--- src/rtl/adc_spi_responder_pkg.sv ---
// Shared types and constants for the MCP3002-style SPI responder.
package adc_resp_pkg;

    typedef enum logic [2:0] {
        ST_IDLE       = 3'd0,
        ST_WAIT_START = 3'd1,
        ST_CMD        = 3'd2,
        ST_NULLB      = 3'd3,
        ST_DATA       = 3'd4,
        ST_TAIL       = 3'd5,
        ST_DONE       = 3'd6
    } adc_resp_state_e;

    localparam int DATA_W_DEF = 10;
    localparam int CMD_BITS   = 3;

    // Position of each command field in the post-start-bit sequence.
    localparam int CMD_SGL  = 0;
    localparam int CMD_ODD  = 1;
    localparam int CMD_MSBF = 2;

endpackage

--- src/rtl/adc_spi_responder_pin_sync.sv ---
// Synchronisers and edge detectors for the SPI pins (cs, sck, sdi).
// Edges are held off after reset until the chains hold real pin samples.
module spi_pin_sync #(
    parameter int SYNC_STAGES = 2
) (
    input  logic clk,
    input  logic reset,
    input  logic cs,
    input  logic sck,
    input  logic sdi,
    output logic cs_s,
    output logic cs_rise,
    output logic cs_fall,
    output logic sck_rise,
    output logic sck_fall,
    output logic sdi_s
);

    logic [SYNC_STAGES-1:0] cs_sr;
    logic [SYNC_STAGES-1:0] sck_sr;
    logic [SYNC_STAGES-1:0] sdi_sr;
    logic                   cs_p;
    logic                   sck_p;
    logic [SYNC_STAGES:0]   prime;
    logic                   armed;
    logic                   sck_s;

    always_ff @(posedge clk) begin
        if (reset) begin
            cs_sr  <= '1;
            sck_sr <= '0;
            sdi_sr <= '0;
            cs_p   <= 1'b1;
            sck_p  <= 1'b0;
            prime  <= '0;
        end else begin
            cs_sr  <= {cs_sr[SYNC_STAGES-2:0], cs};
            sck_sr <= {sck_sr[SYNC_STAGES-2:0], sck};
            sdi_sr <= {sdi_sr[SYNC_STAGES-2:0], sdi};
            cs_p   <= cs_s;
            sck_p  <= sck_s;
            prime  <= {prime[SYNC_STAGES-1:0], 1'b1};
        end
    end

    assign cs_s  = cs_sr[SYNC_STAGES-1];
    assign sck_s = sck_sr[SYNC_STAGES-1];
    assign sdi_s = sdi_sr[SYNC_STAGES-1];

    // A cs already low when reset ends must not look like a frame start.
    assign armed    = prime[SYNC_STAGES];
    assign cs_rise  = armed &  cs_s & ~cs_p;
    assign cs_fall  = armed & ~cs_s &  cs_p;
    assign sck_rise = armed & ~cs_s &  sck_s & ~sck_p;
    assign sck_fall = armed & ~cs_s & ~sck_s &  sck_p;

endmodule

--- src/rtl/adc_spi_responder.sv ---
// SPI responder emulating a 2-channel MCP3002 ADC, oversampled in sysclk.
// Define ADC_RESP_LSB_TAIL_EN to enable the LSB-first tail when MSBF=0.
module adc_spi_responder
    import adc_resp_pkg::*;
#(
    parameter int SYNC_STAGES = 2,
    parameter int DATA_W      = DATA_W_DEF
) (
    input  logic              sysclk,
    input  logic              reset,
    input  logic              adc_cs,
    input  logic              adc_sck,
    input  logic              sdata_to_adc,
    output logic              sdata_from_adc,
    output logic              sdo_oe,
    input  logic [DATA_W-1:0] ch0_data,
    input  logic [DATA_W-1:0] ch1_data,
    output logic [1:0]        chan_sel,
    output logic              frame_done,
    output logic              frame_abort,
    output logic [2:0]        state_dbg
);

    localparam logic [2:0] IDLE       = ST_IDLE;
    localparam logic [2:0] WAIT_START = ST_WAIT_START;
    localparam logic [2:0] CMD        = ST_CMD;
    localparam logic [2:0] NULLB      = ST_NULLB;
    localparam logic [2:0] DATA       = ST_DATA;
    localparam logic [2:0] TAIL       = ST_TAIL;
    localparam logic [2:0] DONE       = ST_DONE;

    localparam int IDX_W = $clog2(DATA_W);
    localparam int CNT_W = $clog2(CMD_BITS);

`ifdef ADC_RESP_LSB_TAIL_EN
    localparam logic TAIL_EN = 1'b1;
`else
    localparam logic TAIL_EN = 1'b0;
`endif

    logic              cs_s, cs_rise, cs_fall, sck_rise, sck_fall, sdi_s;
    logic [2:0]        state;
    logic [CNT_W-1:0]  cmd_cnt;
    logic              sgl_r;
    logic              msbf_r;
    logic [DATA_W-1:0] sr;
    logic [IDX_W-1:0]  idx;
    logic [IDX_W-1:0]  idx_inc;
    logic              data_last;
    logic              oe_q;
    logic [DATA_W:0]   diff_01;
    logic [DATA_W:0]   diff_10;
    logic [DATA_W-1:0] sample;

    spi_pin_sync #(.SYNC_STAGES(SYNC_STAGES)) u_sync (
        .clk      (sysclk),
        .reset    (reset),
        .cs       (adc_cs),
        .sck      (adc_sck),
        .sdi      (sdata_to_adc),
        .cs_s     (cs_s),
        .cs_rise  (cs_rise),
        .cs_fall  (cs_fall),
        .sck_rise (sck_rise),
        .sck_fall (sck_fall),
        .sdi_s    (sdi_s)
    );

    // Sample selection evaluated at the ODD/SIGN rise, sdi_s carrying ODD.
    assign diff_01 = {1'b0, ch0_data} - {1'b0, ch1_data};
    assign diff_10 = {1'b0, ch1_data} - {1'b0, ch0_data};

    always_comb begin
        sample = '0;
        if (sgl_r) begin
            sample = sdi_s ? ch1_data : ch0_data;
        end else if (!sdi_s) begin
            sample = diff_01[DATA_W] ? '0 : diff_01[DATA_W-1:0];
        end else begin
            sample = diff_10[DATA_W] ? '0 : diff_10[DATA_W-1:0];
        end
    end

    assign idx_inc = idx + IDX_W'(1);

    always_ff @(posedge sysclk) begin
        if (reset) begin
            state          <= IDLE;
            cmd_cnt        <= '0;
            sgl_r          <= 1'b0;
            msbf_r         <= 1'b0;
            sr             <= '0;
            idx            <= '0;
            data_last      <= 1'b0;
            oe_q           <= 1'b0;
            sdata_from_adc <= 1'b0;
            chan_sel       <= 2'b00;
            frame_done     <= 1'b0;
            frame_abort    <= 1'b0;
        end else begin
            frame_done  <= 1'b0;
            frame_abort <= 1'b0;
            // cs rising wins over any sck edge seen in the same cycle.
            if (cs_rise) begin
                state          <= IDLE;
                oe_q           <= 1'b0;
                sdata_from_adc <= 1'b0;
                if (state == DONE || (state == DATA && data_last)) begin
                    frame_done <= 1'b1;
                end else if (state != IDLE && state != WAIT_START) begin
                    frame_abort <= 1'b1;
                end
            end else begin
                case (state)
                    IDLE: begin
                        oe_q <= 1'b0;
                        if (cs_fall) begin
                            state <= WAIT_START;
                        end
                    end
                    WAIT_START: begin
                        if (sck_rise && sdi_s) begin
                            state   <= CMD;
                            cmd_cnt <= '0;
                        end
                    end
                    CMD: begin
                        if (sck_rise) begin
                            cmd_cnt <= cmd_cnt + CNT_W'(1);
                            if (cmd_cnt == CNT_W'(CMD_SGL)) begin
                                sgl_r <= sdi_s;
                            end else if (cmd_cnt == CNT_W'(CMD_ODD)) begin
                                sr       <= sample;
                                chan_sel <= {sgl_r, sdi_s};
                            end else begin
                                msbf_r <= sdi_s;
                                state  <= NULLB;
                            end
                        end
                    end
                    NULLB: begin
                        if (sck_fall) begin
                            oe_q           <= 1'b1;
                            sdata_from_adc <= 1'b0;
                            idx            <= IDX_W'(DATA_W - 1);
                            data_last      <= 1'b0;
                            state          <= DATA;
                        end
                    end
                    DATA: begin
                        if (sck_fall) begin
                            if (!data_last) begin
                                sdata_from_adc <= sr[idx];
                                if (idx == '0) begin
                                    data_last <= 1'b1;
                                end else begin
                                    idx <= idx - IDX_W'(1);
                                end
                            end else if (TAIL_EN && !msbf_r) begin
                                sdata_from_adc <= sr[1];
                                idx            <= IDX_W'(1);
                                state          <= TAIL;
                            end else begin
                                sdata_from_adc <= 1'b0;
                                state          <= DONE;
                            end
                        end
                    end
                    TAIL: begin
                        if (sck_fall) begin
                            sdata_from_adc <= sr[idx_inc];
                            idx            <= idx_inc;
                            if (idx_inc == IDX_W'(DATA_W - 1)) begin
                                state <= DONE;
                            end
                        end
                    end
                    DONE: begin
                        if (sck_fall) begin
                            sdata_from_adc <= 1'b0;
                        end
                    end
                    default: state <= IDLE;
                endcase
            end
        end
    end

    // sdata_from_adc is meaningful only while sdo_oe is high.
    assign sdo_oe    = oe_q & ~cs_s;
    assign state_dbg = state;

endmodule

--- config.mk ---
export PLATFORM = sky130hd
export DESIGN_NAME = adc_spi_responder
export DESIGN_NICKNAME = d
export VERILOG_FILES = /design/src/rtl/adc_spi_responder_pkg.sv /design/src/rtl/adc_spi_responder_pin_sync.sv /design/src/rtl/adc_spi_responder.sv
export SDC_FILE = /design/constraint.sdc
export NUM_CORES = 1
export LEC_CHECK = 0
export ABC_AREA = 1
export CAP_MARGIN = 20
export CORE_UTILIZATION = 54
export CTS_BUF_LIST = sky130_fd_sc_hd__clkbuf_2 sky130_fd_sc_hd__clkbuf_4 sky130_fd_sc_hd__clkbuf_8
export DETAILED_ROUTE_END_ITERATION = 8
export PLACE_DENSITY = 0.89
export SETUP_SLACK_MARGIN = 0.3
export SLEW_MARGIN = 15
export SYNTH_ARGS = -nofsm -noshare
export SYNTH_HDL_FRONTEND = slang
export SYNTH_SLANG_ARGS = --single-unit
--- constraint.sdc ---
create_clock -name sysclk -period 1.7 [get_ports sysclk]
set_input_delay 0.255 -clock sysclk [delete_from_list [all_inputs] [get_ports sysclk]]
set_output_delay 0.255 -clock sysclk [all_outputs]
set_load 0.05 [all_outputs]
==> results of run 1 <==
## metrics by stage
step | hold WS (ns) | setup TNS [ns] | instance area (sq um) | setup slack, ns
after floorplan | 0.359 | 0 | 3560 | 0.190
after global placement | 0.392 | -5.38 | 4280 | -0.592
after detailed placement | 0.397 | -5.77 | 4280 | -0.643
after CTS | 0.413 | 0 | 4680 | 0.0502
after global routing | 0.439 | -2.03 | 5190 | -0.430
final | 0.414 | -1.08 | 5190 | -0.315
## cells in the mapped netlist, drive strengths merged
library cell,n,area share
o2111ai,1,0.0027
ha,24,0.092
buf,10,0.016
xnor2,5,0.013
inv,87,0.10
nand3,39,0.061
o21ai,47,0.072
a211oi,5,0.011
o22ai,2,0.0038
clkbuf,6,0.0069
o21bai,2,0.0046
o21a,1,0.0023
xor2,8,0.021
a21oi,43,0.069
nor3b,1,0.0023
or2,4,0.0077
fa,2,0.012
nand4,4,0.0077
a311oi,1,0.0027
nand3b,1,0.0023
nand2,118,0.15
nor2,55,0.078
a31oi,2,0.0038
o211ai,4,0.0092
nor3,6,0.016
dfxtp,38,0.23
## sequential cells by signal (all words and copies together) (netlist names)
| register | cells |
|---|---|
| u_sync.sdi_sr | 2 |
| frame_abort | 1 |
| sdata_from_adc | 1 |
| sr | 10 |
| u_sync.cs_p | 1 |
| data_last | 1 |
| chan_sel | 2 |
| idx | 4 |
| u_sync.prime | 3 |
| oe_q | 1 |
| cmd_cnt | 2 |
| state_dbg | 3 |
| u_sync.sck_p | 1 |
| u_sync.sck_sr | 2 |
| u_sync.cs_sr | 2 |
| sgl_r | 1 |
| frame_done | 1 |
## power by group through the flow
stage,Sequential (mW),Clock (mW),Combinational [mW]
floorplan,1.09,0,0.841
global route,1.01,0.671,2.26
global placement,1.02,0,1.28
detailed placement,1.02,0,1.30
CTS,0.986,0.607,1.50
finish,1.00,0.654,2.19
## cells by family (layout without fill, tap and decap cells)
| kind of cell | count (synthesis) | in the layout | share of synthesized area |
|---|---|---|---|
| AOI/OAI and AO/OA | 108 | 108 | 0.182 |
| xor gates and xnor gates | 13 | 13 | 0.0348 |
| adders and majority gates | 26 | 26 | 0.104 |
| buffers and inverters | 103 | 227 | 0.124 |
| DFF | 38 | 38 | 0.233 |
| other | 0 | 1 | 0 |
| and+or+nand+nor | 228 | 228 | 0.323 |
## worst paths after layout
check / endpoint / slack, ns / cells past startpoint
min reg2reg: u_sync.prime[2] / 0.41 / 2
max: sr[6] / -0.31 / 14
min: u_sync.prime[2] / 0.41 / 2
max reg2reg: sr[6] / -0.23 / 8
## layout make-up
cell class	count	area (sq um)	share of cell area
clock inverter	3	16.3	0.00313
tap	72	90.1	0.0174
antenna	1	2.50	0.000482
timing repair buffer	132	1070	0.206
sequential	38	782	0.151
clock buffer	5	68.8	0.0133
multi-input combinational	375	2790	0.537
inverter	87	375	0.0723
## worst reg2reg max path: stages (launching register included)
cell	delay (ns)
dfxtp_2	0.33
inv_2	0.05
nor2_4	0.18
nand3_4	0.16
nor3_4	0.33
inv_4	0.14
nor2_4	0.21
nand2_1	0.09
a21oi_1	0.34
## what timing repair did
action	in CTS	in global routing
setup buffers	16	26
gates resized for setup	112	112
hold buffers	0	0
endpoints found under the setup margin	20	22
pin swaps	42	59
## metal layers
| layer | global-route usage | vias to the layer above |
|---|---|---|
| met5 | 0 | - |
| met2 | 0.567 | 521 |
| met4 | 0.146 | 2 |
| met1 | 0.437 | 2068 |
| met3 | 0.0526 | 232 |
| li1 | - | 1897 |
==> results.tsv, run 1 <==
stage	metric	value	unit
clock_tree	clkSinkCount	38	
critical_path	reg2reg_from	u_sync.prime[2]	
yosys	ys.warnings.count	0	
critical_path	setup.worst_path.start	ch0_data[4]	
route	drt_iter0_drc	861	
route	m1WireLength	5090	um
critical_path	slowest_stage	a21oi_1	
critical_path	crit_path_cell_trace	clkdlybuf4s15_1 > inv_2 > ha_4 > nand2_4 > nor2_4 > buf_6 > nand3_2 > nand2_2 > nor2_2 > nor2_4 > nand2_1 > o21ai_1 > nand2_1 > a21oi_1	
critical_path	arrival	2.20	ns
global_route	grt_pass1_wl	16800	um
power	powerDensity	742	mW/mm^2
timing	finalCriticalPeriod	2.01	ns
yosys	ys_seq_area_frac	0.233	
critical_path	critPathTopFamily	simple AND/OR/NAND/NOR gates	
yosys	synth-seq-cells	38	
route	drc	60	
floorplan	boundaryPins	34	
placement	placed_cells	662	
clock_tree	clock_path_buffers	2	
yosys	synth_fp_nets	567	
worst_hold_path	min-delay-start	u_sync.prime[1]	
timing	slew_viol_final	0	
route	vias_per_cell	6.62	
placement	place.gp.congestion	0.948	
cells_and_area	fin_util	0.914	
timing	slew_headroom	0.486	
yosys	syn-cell-area	0.00327	sq mm
power	power_frac_clock	0.170	
critical_path	crit_type	input pin to register	
clock_tree	path_clk_slew	0.09	ns
global_route	grt_remaining_overflow	0	
route	met3_length	2490	um
global_route	antenna_found_initial	1	
timing	setup_viol	11	
route	drt_wl_total	16100	um
timing	fin_ws	-0.315	ns
clock_tree	cts_buffers	5	
power	p_int	2.11	mW
floorplan	rows	27	
yosys	avgSynthCellArea	6.33	sq um
cells_and_area	layout_commonest_cell	buf_4	
timing	fmax	0.496	GHz
critical_path	startpoint_type	input pin	
critical_path	critPathCaptureType	register	
global_route	grt_max_degree	19	
route	wire_per_inst	22.5	um
clock_tree	htreeDepth	2	
power	seqPwrFrac	0.261	
power	peakVddDrop	0.00106	V
floorplan	core-area	0.00568	sq mm
cells_and_area	nNetsFinal	690	
global_route	grt_pass1_vias	3656	
timing	worst_pin_slew	0.766	ns
placement	io_buffers	33	
cells_and_area	drive_gt1_frac	0.473	
cells_and_area	layout_common_cells	buf_4 (87), nand2_1 (86), inv_1 (54)	
power	combPwrFrac	0.570	
floorplan	start_util	0.576	
critical_path	path_buf_inv	3	
power	leakagePower	2.41	nW
worst_hold_path	holdCritPathClass	register to register	
timing	final_hold_viol_count	0	
floorplan	die_width	79.8	um
clock_tree	cts_tree	done	
cells_and_area	fillCellCount	221	
outcome	status	complete, but fails checks	
route	maxUsedRoutingLayer	met5	
timing	fin_crit_sh	1.19	
outcome	violations	DRC, setup timing	
critical_path	max_stage_delay	0.34	ns
job	drv_cap	0	
floorplan	die_y	79.8	um
clock_tree	insertion_delay	0.31	ns
route	routed-wl-met2	6610	um
power	power.total	3.85	mW
timing	finClkSkew	0.0228	ns
critical_path	crit_fanout	5	
floorplan	die-area	0.00637	sq mm
cells_and_area	final_cells	713	
clock_tree	cts-root-buf	clkbuf_8	
route	dr.pass1.iters	9	
timing	rsz0062_at_grt	yes	
power	swShare	0.452	
yosys	synth_cell_types	37	
placement	dp_hpwl	7280	um
power	p_switching	1.74	mW
global_route	grt_usage	0.341	
route	ant_nets	0	
critical_path	worstPathRequired	1.89	ns
cells_and_area	area_growth	58.8	%
yosys	syn_inst	516	
route	vias	4720	
(Power assumes the default switching activity.)
==> run 2, diff against run 1 <==
--- a/config.mk
+++ b/config.mk
@@ -10,9 +10,11 @@
 export CORE_UTILIZATION = 54
 export CTS_BUF_LIST = sky130_fd_sc_hd__clkbuf_2 sky130_fd_sc_hd__clkbuf_4 sky130_fd_sc_hd__clkbuf_8
 export DETAILED_ROUTE_END_ITERATION = 8
+export GPL_TIMING_DRIVEN = 1
 export PLACE_DENSITY = 0.89
 export SETUP_SLACK_MARGIN = 0.3
 export SLEW_MARGIN = 15
 export SYNTH_ARGS = -nofsm -noshare
 export SYNTH_HDL_FRONTEND = slang
+export SYNTH_HIERARCHICAL = 1
 export SYNTH_SLANG_ARGS = --single-unit
==> constraint.sdc (replaced) <==
create_clock -name sysclk -period 1.71 [get_ports sysclk]
set_input_delay 0.2565 -clock sysclk [delete_from_list [all_inputs] [get_ports sysclk]]
set_output_delay 0.2565 -clock sysclk [all_outputs]
set_load 0.05 [all_outputs]
==> results.tsv, run 2 <==
stage	metric	value	unit	change
outcome	status	aborted with a tool error		was complete, but fails checks
outcome	stop_stage	global routing		
outcome	stop_error	[ERROR GRT-0232] Routing congestion too high. Check the congestion heatmap in the GUI.		
floorplan	die_width	79.0	um	was 79.8 um
global_route	grt_max_degree	25		
yosys	synth_cell_types	36		was 37
yosys	ys.flop_type	dfxtp_1		unchanged
clock_tree	ctsHoldBuffers	0		unchanged
clock_tree	clock_path_buffers	2		unchanged
yosys	yosysMostFrequentCell	nand2_1		unchanged
timing	worst-ep-kind	sequential cell input		
yosys	synth_top_area_cell	dfxtp_1		unchanged
clock_tree	clkSinkCount	38		unchanged
yosys	yosysTopAreaCellShare	0.237		was 0.233
yosys	synth_common_cells	nand2_1 (116), inv_1 (86), nor2_1 (51)		was nand2_1 (111), inv_1 (80), nor2_1 (45)
yosys	synth-seq-cells	38		unchanged
yosys	async_flop_share	0		unchanged
yosys	avgSynthCellArea	6.16	sq um	was 6.33 sq um
global_route	grt_remaining_overflow	2		
yosys	syn-cell-area	0.00321	sq mm	was 0.00327 sq mm
placement	dp_hpwl	7180	um	was 7280 um
global_route	grt_usage	0.660		
yosys	synth_fp_nets	571		was 567
clock_tree	htreeDepth	2		unchanged
clock_tree	cts-root-buf	clkbuf_8		unchanged
clock_tree	cts_buffers	5		unchanged
floorplan	boundaryPins	34		unchanged
placement	place.gp.congestion	1.00		was 0.948
placement	placed_cell_area	0.00421	sq mm	was 0.00428 sq mm
yosys	syn_inst	520		was 516
placement	pre_cts_slack	-0.665	ns	was -0.643 ns
floorplan	die_y	79.0	um	was 79.8 um
floorplan	start_util	0.572		was 0.576
placement	io_buffers	33		unchanged
yosys	netlist_top_cells_area	dfxtp_1 (24%), nand2_1 (14%), inv_1 (10%), ha_1 (9.4%), o21ai_0 (6.9%)		was dfxtp_1 (23%), nand2_1 (13%), ha_1 (9.2%), inv_1 (9.2%), a21oi_1 (6.1%)
yosys	ys.warnings.count	6		was 0
yosys	ys_seq_area_frac	0.237		was 0.233
yosys	synth_edf_count	0		unchanged
floorplan	rows	27		unchanged
timing	crit_endpoint	sr[4]$_SDFFE_PP0P_/D		
## run 2: changes by cell type after synthesis, moves of 3 or more
| cell | before | now |
|---|---|---|
| inv_2 | 6 | 3 |
| nand2_1 | 111 | 116 |
| o21ai_1 | 12 | 3 |
| a211oi_1 | 5 | 8 |
| inv_1 | 80 | 86 |
| nand2_4 | 4 | 0 |
| nor2_1 | 45 | 51 |
| o21ai_0 | 35 | 44 |
| buf_2 | 9 | 4 |
## run 2: through the flow
stage	hold slack, ns	cells
floorplan	0.354	520
global placement	0.387	661
detailed placement	0.393	661
CTS	0.404	694
## run 2: repair_timing
action	in CTS
gates resized for setup	161
cloned	1
pin swaps	55
endpoints found under the setup margin	22
buffers inserted	24
## run 2: metal layers
layer,GRT overflow,track usage
met1,0,0.651
met5,0,0.127
met3,0,0.468
met4,1,0.615
met2,1,0.888
## run 2: cells by family after synthesis
group	after synthesis	synth area share
buffers and inverters	105	0.130
flip-flops	38	0.237
adder cells (fa/ha/maj)	26	0.106
XOR/XNOR	11	0.0301
AND/OR/NAND/NOR	232	0.313
AO/OA/AOI/OAI	108	0.184
==> run 3, diff against run 2 <==
--- a/config.mk
+++ b/config.mk
@@ -7,12 +7,10 @@
 export LEC_CHECK = 0
 export ABC_AREA = 1
 export CAP_MARGIN = 20
-export CORE_UTILIZATION = 54
-export CTS_BUF_LIST = sky130_fd_sc_hd__clkbuf_2 sky130_fd_sc_hd__clkbuf_4 sky130_fd_sc_hd__clkbuf_8
+export CORE_UTILIZATION = 40
 export DETAILED_ROUTE_END_ITERATION = 8
 export GPL_TIMING_DRIVEN = 1
-export PLACE_DENSITY = 0.89
-export SETUP_SLACK_MARGIN = 0.3
+export PLACE_DENSITY_LB_ADDON = 0.15
 export SLEW_MARGIN = 15
 export SYNTH_ARGS = -nofsm -noshare
 export SYNTH_HDL_FRONTEND = slang
==> constraint.sdc (replaced) <==
create_clock -name sysclk -period 2.22 [get_ports sysclk]
set_input_delay 0.333 -clock sysclk [delete_from_list [all_inputs] [get_ports sysclk]]
set_output_delay 0.333 -clock sysclk [all_outputs]
set_load 0.05 [all_outputs]
==> results.tsv, run 3 <==
stage	metric	value	unit	change
outcome	status	finished clean		was aborted with a tool error
cells_and_area	max_flop_register	sr		
worst_hold_path	holdCritPathClass	register to register		
clock_tree	clkSinkCount	38		unchanged
placement	place.gp.congestion	0.899		was 1.00
route	vias	3459		
global_route	grt_pass1_vias	3322		
cells_and_area	drive_gt1_frac	0.126		
yosys	syn_inst	520		unchanged
yosys	yosysMostFrequentCell	nand2_1		unchanged
timing	setup_viol	0		
route	ant_nets	0		
power	powerDensity	507	mW/mm^2	
cells_and_area	antenna_cells	0		
cells_and_area	top_regs	sr x10, idx x4		
floorplan	core-area	0.00773	sq mm	
global_route	grt_remaining_overflow	0		
placement	pre_cts_slack	-0.202	ns	was -0.665 ns
placement	io_buffers	33		unchanged
power	peakVddDrop	0.000406	V	
critical_path	cp-endpoint	sr[9]		
yosys	synth-seq-cells	38		unchanged
timing	fin_crit_sh	0.934		
timing	worst_pin_slew	0.500	ns	
floorplan	boundaryPins	34		unchanged
timing	fin_ws	0.146	ns	
yosys	syn-cell-area	0.00321	sq mm	unchanged
placement	dp_hpwl	6860	um	was 7180 um
route	wire_per_inst	12.6	um	
route	drc	0		
yosys	ys_seq_area_frac	0.237		unchanged
placement	placed_cells	682		was 661
cells_and_area	layout_common_cells	nand2_1 (116), inv_1 (86), nor2_1 (50)		
timing	finClkSkew	0.00885	ns	
critical_path	crit_fanout	5		
critical_path	arrival	2.30	ns	
yosys	synth_cell_types	36		unchanged
job	drv_cap	0		
power	power.total	2.07	mW	
yosys	netlist_top_cells_area	dfxtp_1 (24%), nand2_1 (14%), inv_1 (10%), ha_1 (9.4%), o21ai_0 (6.9%)		unchanged
cells_and_area	largest_reg_flops	10		
yosys	avgSynthCellArea	6.16	sq um	unchanged
clock_tree	path_clk_slew	0.08	ns	
yosys	synth_edf_count	0		unchanged
cells_and_area	fin_util	0.528		
yosys	synth_common_cells	nand2_1 (116), inv_1 (86), nor2_1 (51)		unchanged
power	leakagePower	1.95	nW	
route	drt_iter0_drc	152		
global_route	grt_max_degree	25		
critical_path	reg2regPathDepth	9		
clock_tree	htreeDepth	2		unchanged
global_route	grt_pass1_wl	15000	um	
clock_tree	cts_buffers	5		unchanged
critical_path	reg2reg_from	idx[0]		
critical_path	critPathCaptureType	register		
floorplan	start_util	0.415		was 0.572
yosys	async_flop_share	0		unchanged
cells_and_area	area_growth	27.2	%	
timing	holdWs	0.404	ns	
timing	final_hold_viol_count	0		
cells_and_area	fillCellCount	816		
critical_path	startpoint_type	input pin		
clock_tree	clock_path_buffers	2		unchanged
clock_tree	cts-root-buf	clkbuf_8		unchanged
route	dr.pass1.iters	5		
global_route	grt_usage	0.221		
cells_and_area	final_cell_area	0.00408	sq mm	
clock_tree	insertion_delay	0.30	ns	
yosys	ys.flop_type	dfxtp_1		unchanged
critical_path	ff2ff_setup_slack	0.41	ns	
floorplan	die_width	91.5	um	was 79.0 um
yosys	ys.warnings.count	6		unchanged
timing	finalCriticalPeriod	2.07	ns	
cells_and_area	final_cells	689		
timing	tns	0	ns	
global_route	antenna_found_initial	0		
timing	rsz0062_at_grt	no		
critical_path	worstPathRequired	2.45	ns	
clock_tree	cts_tree	done		
critical_path	rr_endpoint	sdata_from_adc		
placement	placed_cell_area	0.00391	sq mm	was 0.00421 sq mm
critical_path	crit_type	input pin to register		
timing	slew_headroom	0.666		
yosys	synth_top_area_cell	dfxtp_1		unchanged
route	drt_wl_total	8660	um	
floorplan	die_y	91.5	um	was 79.0 um
timing	fmax	0.482	GHz	
cells_and_area	nNetsFinal	638		
yosys	synth_fp_nets	571		unchanged
timing	slew_viol_final	0		
critical_path	setup.worst_path.start	ch0_data[9]		
floorplan	die-area	0.00838	sq mm	
yosys	yosysTopAreaCellShare	0.237		unchanged
route	vias_per_cell	5.02		
cells_and_area	layout_commonest_cell	nand2_1		
floorplan	rows	32		was 27
## run 3: layout make-up
cell class / count / area [sq um] / share of cell area
multi-input cells: 377 / 2090 / 0.512
flip-flops and latches: 38 / 761 / 0.187
repair buffers: 76 / 653 / 0.160
inverters: 89 / 334 / 0.0820
well taps: 102 / 128 / 0.0313
clock buffers: 6 / 82.6 / 0.0203
clock inverters: 1 / 30.0 / 0.00737
## run 3: cells by family after synthesis
logic type,after synthesis,synth area share
AO/OA/AOI/OAI,108,0.184
buffers and inverters,105,0.130
adder cells (fa/ha/maj),26,0.106
XOR/XNOR,11,0.0301
flip-flops,38,0.237
AND/OR/NAND/NOR,232,0.313
## run 3: worst min path at each step
| stage | to | slack (ns) | startpoint | cells after the start |
|---|---|---|---|---|
| after global placement | u_sync/cs_sr[1] | 0.39 | u_sync/cs_sr[0] | 1 |
| final | u_sync/prime[2] | 0.40 | u_sync/prime[1] | 2 |
| after global routing | u_sync/prime[2] | 0.42 | u_sync/prime[1] | 2 |
| after detailed placement | u_sync/cs_sr[1] | 0.39 | u_sync/cs_sr[0] | 1 |
| after CTS | u_sync/sck_sr[1] | 0.41 | u_sync/sck_sr[0] | 2 |
| after floorplan | u_sync/cs_sr[1] | 0.38 | u_sync/cs_sr[0] | 1 |
## run 3: layer usage
layer,track usage,wire (um),up-vias
met4,0.0569,112,0
met1,0.318,4510,1575
met3,0.0268,338,12
met5,0,0,-
met2,0.345,3690,77
li1,-,-,1795
## run 3: power breakdown
part           internal [mW]  switching [mW]  total (mW)
logic                  0.300           0.432       0.733
clock network          0.359           0.241       0.600
registers              0.706          0.0281       0.734
## run 3: critical path, stage by stage
cell and delay (ns):
clkdlybuf4s50_1 0.48, inv_1 0.07, ha_4 0.28, nand2_1 0.07, buf_4 0.14, nor2_4 0.13, inv_2 0.08, a21oi_4 0.14
nor2_2 0.07, nor2_4 0.16, nand3_1 0.09, nand2_1 0.07, nand2_1 0.07, a21oi_2 0.11
## run 3: timing repair
| item | 4_1_cts | 5_1_grt |
|---|---|---|
| hold buffers | 0 | 0 |
| buffers inserted | 0 | 0 |
| endpoints found under the setup margin | 0 | 9 |
| resized for setup | 0 | 8 |
==> run 4, diff against run 3 <==
--- a/config.mk
+++ b/config.mk
@@ -8,6 +8,7 @@
 export ABC_AREA = 1
 export CAP_MARGIN = 20
 export CORE_UTILIZATION = 40
+export CTS_BUF_LIST = sky130_fd_sc_hd__clkbuf_4 sky130_fd_sc_hd__clkbuf_8
 export DETAILED_ROUTE_END_ITERATION = 8
 export GPL_TIMING_DRIVEN = 1
 export PLACE_DENSITY_LB_ADDON = 0.15
==> results of run 4 <==
No change in the layout: final DEF, timing and power equal those of run 3.
